<file path="config.mk">
export PLATFORM = sky130hd
export DESIGN_NAME = bp_resolve_queue
export DESIGN_NICKNAME = d
export VERILOG_FILES = /design/src/rtl/bp_resolve_queue.sv
export SDC_FILE = /design/constraint.sdc
export NUM_CORES = 1
export LEC_CHECK = 0
export CAP_MARGIN = 10
export CORE_ASPECT_RATIO = 0.5
export CORE_MARGIN = 5
export CORE_UTILIZATION = 47
export CTS_BUF_LIST = sky130_fd_sc_hd__clkbuf_16
export DETAILED_ROUTE_END_ITERATION = 16
export GPL_TIMING_DRIVEN = 0
export PLACE_DENSITY_LB_ADDON = 0.15
export SLEW_MARGIN = 5
export SYNTH_ARGS = -nofsm -noshare
export SYNTH_HDL_FRONTEND = slang
export SYNTH_SLANG_ARGS = --single-unit
</file>
<file path="constraint.sdc">
create_clock -name clk_i -period 18 [get_ports clk_i]
set_clock_uncertainty 0.15 [all_clocks]
set_input_delay 3.6 -clock clk_i [delete_from_list [all_inputs] [get_ports clk_i]]
set_output_delay 3.6 -clock clk_i [all_outputs]
set_load 0.1 [all_outputs]
</file>
<file path="src/rtl/bp_resolve_queue.sv">
// Branch resolution back end: registered frontend redirect, predictor training FIFO
// and a saturating mispredict counter.
module bp_resolve_queue #(
  parameter int PCLEN = 128,
  parameter int VLEN  = 64,
  parameter int DEPTH = 4,
  parameter int CNTW  = 32
) (
  input  logic             clk_i,
  input  logic             rst_i,
  input  logic             flush_i,
  input  logic             resolve_valid_i,
  input  logic [VLEN-1:0]  resolve_pc_i,
  input  logic [PCLEN-1:0] resolve_target_i,
  input  logic             resolve_taken_i,
  input  logic             resolve_mispredict_i,
  input  logic [2:0]       resolve_cf_i,
  input  logic             resolve_exc_i,
  output logic             redirect_valid_o,
  output logic [PCLEN-1:0] redirect_pcc_o,
  input  logic             redirect_ready_i,
  output logic             busy_o,
  output logic             upd_valid_o,
  input  logic             upd_ready_i,
  output logic [VLEN-1:0]  upd_pc_o,
  output logic [VLEN-1:0]  upd_target_o,
  output logic [2:0]       upd_cf_o,
  output logic             upd_taken_o,
  output logic             full_o,
  output logic             overflow_o,
  output logic [CNTW-1:0]  mispredict_cnt_o
);

  localparam int PTRW = (DEPTH > 1) ? $clog2(DEPTH) : 1;
  localparam int CW   = $clog2(DEPTH + 1);

  localparam logic [2:0] CF_NOCF   = 3'd0;
  localparam logic [2:0] CF_BRANCH = 3'd1;
  localparam logic [2:0] CF_JUMP   = 3'd2;
  localparam logic [2:0] CF_JUMPR  = 3'd3;
  localparam logic [2:0] CF_RETURN = 3'd4;

  typedef enum logic {
    IDLE,
    REDIRECT
  } state_e;

  typedef struct packed {
    logic [VLEN-1:0] pc;
    logic [VLEN-1:0] target;
    logic [2:0]      cf;
    logic            taken;
  } upd_t;

  logic acc;
  logic mp_acc;

  assign acc    = resolve_valid_i & ~resolve_exc_i;
  assign mp_acc = acc & resolve_mispredict_i;

  state_e           state_q, state_d;
  logic [PCLEN-1:0] pcc_q, pcc_d;

  always_ff @(posedge clk_i) begin
    if (rst_i) begin
      state_q <= IDLE;
      pcc_q   <= '0;
    end else begin
      state_q <= state_d;
      pcc_q   <= pcc_d;
    end
  end

  // Flush beats everything; a fresh mispredict always wins over a pending handshake.
  always_comb begin
    state_d = state_q;
    pcc_d   = pcc_q;
    if (flush_i) begin
      state_d = IDLE;
    end else if (mp_acc) begin
      state_d = REDIRECT;
      pcc_d   = resolve_target_i;
    end else if (state_q == REDIRECT && redirect_ready_i) begin
      state_d = IDLE;
    end
  end

  always_comb begin
    redirect_valid_o = (state_q == REDIRECT);
    busy_o           = (state_q == REDIRECT);
    redirect_pcc_o   = pcc_q;
  end

  upd_t            mem_q [DEPTH];
  logic [PTRW-1:0] wr_ptr_q, wr_ptr_d;
  logic [PTRW-1:0] rd_ptr_q, rd_ptr_d;
  logic [CW-1:0]   count_q, count_d;
  logic            ovf_q, ovf_d;
  logic            push_req;
  logic            push_ok;
  logic            pop;
  logic            fifo_full;
  upd_t            push_entry;
  upd_t            head;

  assign fifo_full = (count_q == CW'(DEPTH));
  assign pop       = (count_q != '0) & upd_ready_i;

  // Returns are left to the RAS and NoCF carries nothing worth learning.
  assign push_req = acc & ((resolve_cf_i == CF_BRANCH) |
                           (resolve_mispredict_i & (resolve_cf_i != CF_NOCF) &
                            (resolve_cf_i != CF_RETURN)));
  assign push_ok  = push_req & (~fifo_full | pop);

  always_comb begin
    push_entry.pc     = resolve_pc_i;
    push_entry.target = resolve_target_i[VLEN-1:0];
    push_entry.cf     = (resolve_cf_i == CF_JUMP && resolve_mispredict_i) ? CF_JUMPR
                                                                          : resolve_cf_i;
    push_entry.taken  = resolve_taken_i;
  end

  always_comb begin
    wr_ptr_d = wr_ptr_q;
    rd_ptr_d = rd_ptr_q;
    count_d  = count_q;
    ovf_d    = ovf_q;
    if (push_ok) begin
      wr_ptr_d = wr_ptr_q + PTRW'(1);
    end
    if (pop) begin
      rd_ptr_d = rd_ptr_q + PTRW'(1);
    end
    case ({push_ok, pop})
      2'b10:   count_d = count_q + CW'(1);
      2'b01:   count_d = count_q - CW'(1);
      default: count_d = count_q;
    endcase
    if (push_req && fifo_full && !pop) begin
      ovf_d = 1'b1;
    end
  end

  always_ff @(posedge clk_i) begin
    if (rst_i) begin
      wr_ptr_q <= '0;
      rd_ptr_q <= '0;
      count_q  <= '0;
      ovf_q    <= 1'b0;
    end else begin
      wr_ptr_q <= wr_ptr_d;
      rd_ptr_q <= rd_ptr_d;
      count_q  <= count_d;
      ovf_q    <= ovf_d;
    end
  end

  // Storage needs no reset: the head is masked whenever the FIFO is empty.
  always_ff @(posedge clk_i) begin
    if (!rst_i && push_ok) begin
      mem_q[wr_ptr_q] <= push_entry;
    end
  end

  assign head = mem_q[rd_ptr_q];

  always_comb begin
    upd_valid_o  = (count_q != '0);
    upd_pc_o     = upd_valid_o ? head.pc     : '0;
    upd_target_o = upd_valid_o ? head.target : '0;
    upd_cf_o     = upd_valid_o ? head.cf     : '0;
    upd_taken_o  = upd_valid_o ? head.taken  : 1'b0;
    full_o       = fifo_full;
    overflow_o   = ovf_q;
  end

  logic [CNTW-1:0] cnt_q, cnt_d;

  // Counting ignores flush so the CSR reflects every real mispredict.
  always_comb begin
    cnt_d = cnt_q;
    if (mp_acc && (cnt_q != {CNTW{1'b1}})) begin
      cnt_d = cnt_q + CNTW'(1);
    end
  end

  always_ff @(posedge clk_i) begin
    if (rst_i) begin
      cnt_q <= '0;
    end else begin
      cnt_q <= cnt_d;
    end
  end

  assign mispredict_cnt_o = cnt_q;

endmodule

</file>
==> impl_metrics.tcl, run 1 <==
set metrics [dict create \
    fillers 4262 \
    grt_overflow_total 0 \
    fin_crit_ns 8.27 \
    cts_tree "yes" \
    cp_common_cell "clkbuf_1" \
    cts_buffers 61 \
    grt_max_degree 52 \
    drtAntennaViolNets 0 \
    drt-initial-drc-count 882 \
    rsz0062_at_grt "no" \
    syn-instance-count 1660 \
    dieWidth_um 346 \
    drt_pass1_iterations 5 \
    max_slew.worst_pin.slew_ns 1.09 \
    clock_sinks 699 \
    yosysSeqAreaShare 0.727 \
    yosys_warnings 0 \
    ctsHoldBuffers 0 \
    areaGrowthSynthToFinish_pct 30.9 \
    ys_async_sr_fraction 0 \
    grt_pass1_wl_um 97600 \
    rows 61 \
    cpLargestDelayFamily "buffers and inverters" \
    setup_violations 0 \
    yosysMostFrequentCell "edfxtp_1" \
    slew_violations 0 \
    drt_drc_violations_left 0 \
    hold_path_class "register to register" \
    nNetsFinal 2441 \
    max_freq_mhz 121 \
    synth_common_cells "528 x edfxtp_1, 267 x nand2_1, 171 x dfxtp_1, 148 x a21oi_1, 138 x and2_1" \
    cp_slowest_cell "clkdlybuf4s50_1" \
    drive_gt1_frac 0.121 \
    cap_violations 0 \
    die_y_um 178 \
    synth-seq-cells 699 \
    start_util 0.476 \
    setup_ws_ns 9.73 \
    root_buffer "clkbuf_16" \
    path_class "register to primary output" \
    synth-edff-count 528 \
    min_period_over_period 0.459 \
    clockBufferDepth 3 \
    fin_util 0.623 \
    arrival_ns 4.52 \
    synth_top_area_share 0.598 \
    path_buf_inv 5 \
    via_per_inst 5.20 \
    gp_congestion 0.787 \
    relSlewSlack 0.271 \
    outcome "finished clean" \
    post_cts_resized 0 \
    routedWlPerCell_um 21.4 \
    p_per_area_nw_per_um2 97.3 \
    cpPeakStageDelay_ns 1.21 \
    ys.flop_type "edfxtp_1" \
    hold_viol 0 \
    holdWs_ns 0.302 \
    cp_data_required_time_ns 14.25 \
    place_ws_ns 10.29 \
    htreeDepth 2 \
    syn_area_um2 26500 \
    p_leak_nw 11.0 \
    start_kind "register" \
    grt_pass1_vias 16400 \
    fp.coreArea_um2 55700 \
    routed_wl_um 65200 \
    antenna-diode-count 0 \
    path_max_fanout 10 \
    io_pins 501 \
    antenna_found_initial 0 \
    clk_latency_ns 0.61 \
    port_buffers 499 \
    dp_hpwl_um 44000 \
    gr-usage-all-layers 0.206 \
    post_cts_buffers 0 \
    vdd_drop_max_mv 0.0720 \
    synth_nets 1870 \
    cts.reportedPaths.clkPinSlew_ns 0.06 \
    die_area_um2 61600 \
    vias 15800 \
    ys_types 60 \
    synth_area_leaders "edfxtp_1 60%, dfxtp_1 13%, mux4_2 11%" \
    end_kind "primary output" \
    power_w 0.00338 \
    synth_area_leader_cell "edfxtp_1" \
    avgSynthCellArea_um2 16.0 \
    crit_chain "clkbuf_1 -> or3_1 -> clkbuf_1 -> clkbuf_1 -> clkbuf_1 -> and2_1 -> clkdlybuf4s50_1" \
    tns_ns 0 \
]
-- routing by layer --
| layer | wire length (um) | GRT usage |
|---|---|---|
| met1 | 25400 | 0.250 |
| met2 | 35200 | 0.383 |
| met3 | 3350 | 0.0459 |
| met4 | 1300 | 0.0426 |
| met5 | 0 | 0 |
-- per-stage QoR --
stage | area, um2 | instances
final | 34700 | 3040
after global routing | 34700 | 3040
after CTS | 34700 | 3040
after detailed placement | 32700 | 2924
after global placement | 32500 | 2915
after floorplan | 26500 | 1660
-- registers in the layout, summed over array words and instances, names as in the netlist, named ones only --
| register | cells |
|---|---|
| mem_q | 528 |
| redirect_pcc_o | 128 |
| mispredict_cnt_o | 32 |
| count_q | 3 |
| rd_ptr_q | 2 |
| wr_ptr_q | 2 |
| busy_o | 1 |
| overflow_o | 1 |
-- logic make-up (layout without fill, tap and decap cells) --
| family | after synthesis | count (layout) | share of synthesized area |
|---|---|---|---|
| DFF | 699 | 699 | 0.727 |
| and+or+nand+nor | 506 | 506 | 0.0944 |
| AOI/OAI and AO/OA | 182 | 182 | 0.0381 |
| muxes | 137 | 137 | 0.114 |
| buffers and inverters | 112 | 736 | 0.0175 |
| xor gates and xnor gates | 18 | 18 | 0.00594 |
| adders and majority gates | 6 | 6 | 0.00311 |
-- final timing paths --
path | depth (start not counted) | endpoint | slack, ns | from
max | 7 | upd_target_o[56] | 9.73 | count_q[0]
min | 2 | redirect_pcc_o[92] | 0.30 | redirect_pcc_o[92]
max reg2reg | 9 | count_q[2] | 14.56 | count_q[0]
min reg2reg | 2 | redirect_pcc_o[92] | 0.30 | redirect_pcc_o[92]
-- power breakdown --
part           internal [W]  total [W]  switching, W
combinational      0.000100   0.000306      0.000206
clock              0.000735    0.00132      0.000588
sequential          0.00175    0.00175    0.00000521
-- layout by cell type (no fill, tap or decap), drive strengths merged, types with 3 or more instances in the layout --
master | Yosys | routed
a211oi | 6 | 6
a21oi | 148 | 148
and2 | 138 | 138
and4 | 3 | 3
buf | 26 | 35
bufinv | 0 | 7
clkbuf | 74 | 137
clkdlybuf4s50 | 0 | 499
clkinv | 0 | 29
clkinvlp | 0 | 8
dfxtp | 171 | 171
edfxtp | 528 | 528
ha | 5 | 5
inv | 11 | 20
mux2 | 3 | 3
mux4 | 132 | 132
nand2 | 267 | 267
nand3 | 14 | 14
nand3b | 3 | 3
nand4 | 14 | 14
nor2 | 32 | 32
nor2b | 4 | 4
nor3 | 3 | 3
nor4 | 3 | 3
o21ai | 8 | 8
o31ai | 5 | 5
or2 | 3 | 3
or3 | 10 | 10
or4 | 3 | 3
xnor2 | 12 | 12
xor2 | 6 | 6
-- worst register-to-register path: stages (launching register included) --
cell,delay [ns]
dfxtp_1,0.31
clkbuf_1,0.30
or3_1,0.16
clkbuf_1,0.63
clkbuf_1,0.43
nand3_1,0.15
fa_1,0.47
or3_1,0.40
a31oi_1,0.21
a21oi_1,0.08
-- final cells by class --
type	count	area, um2	share of cell area
Buffer	101	422	0.0121
Timing Repair Buffer	508	5240	0.151
Sequential cell	699	19300	0.555
Inverter	11	41.3	0.00119
Tap cell	756	946	0.0272
Clock inverter	53	440	0.0127
Clock buffer	63	1580	0.0454
Multi-Input combinational cell	849	6790	0.196
No activity file was read; power rests on OpenSTA's default activity.
==> inputs of run 2 (changes only) <==
==> constraint.sdc (replaced) <==
create_clock -name clk_i -period 6.77 [get_ports clk_i]
set_clock_uncertainty 0.15 [all_clocks]
set_input_delay 1.354 -clock clk_i [delete_from_list [all_inputs] [get_ports clk_i]]
set_output_delay 1.354 -clock clk_i [all_outputs]
set_load 0.1 [all_outputs]
==> results of run 2 <==
The final DEF is identical to that of run 1. Status: finished clean.
Among the figures that moved: setup slack after placement 10.29 ns -> 1.30 ns; setup slack after layout 9.73 ns -> 0.746 ns; register-to-register setup slack 14.56 ns -> 3.33 ns; total power 0.00338 W -> 0.00899 W; worst IR drop on VDD 0.0720 mV -> 0.191 mV
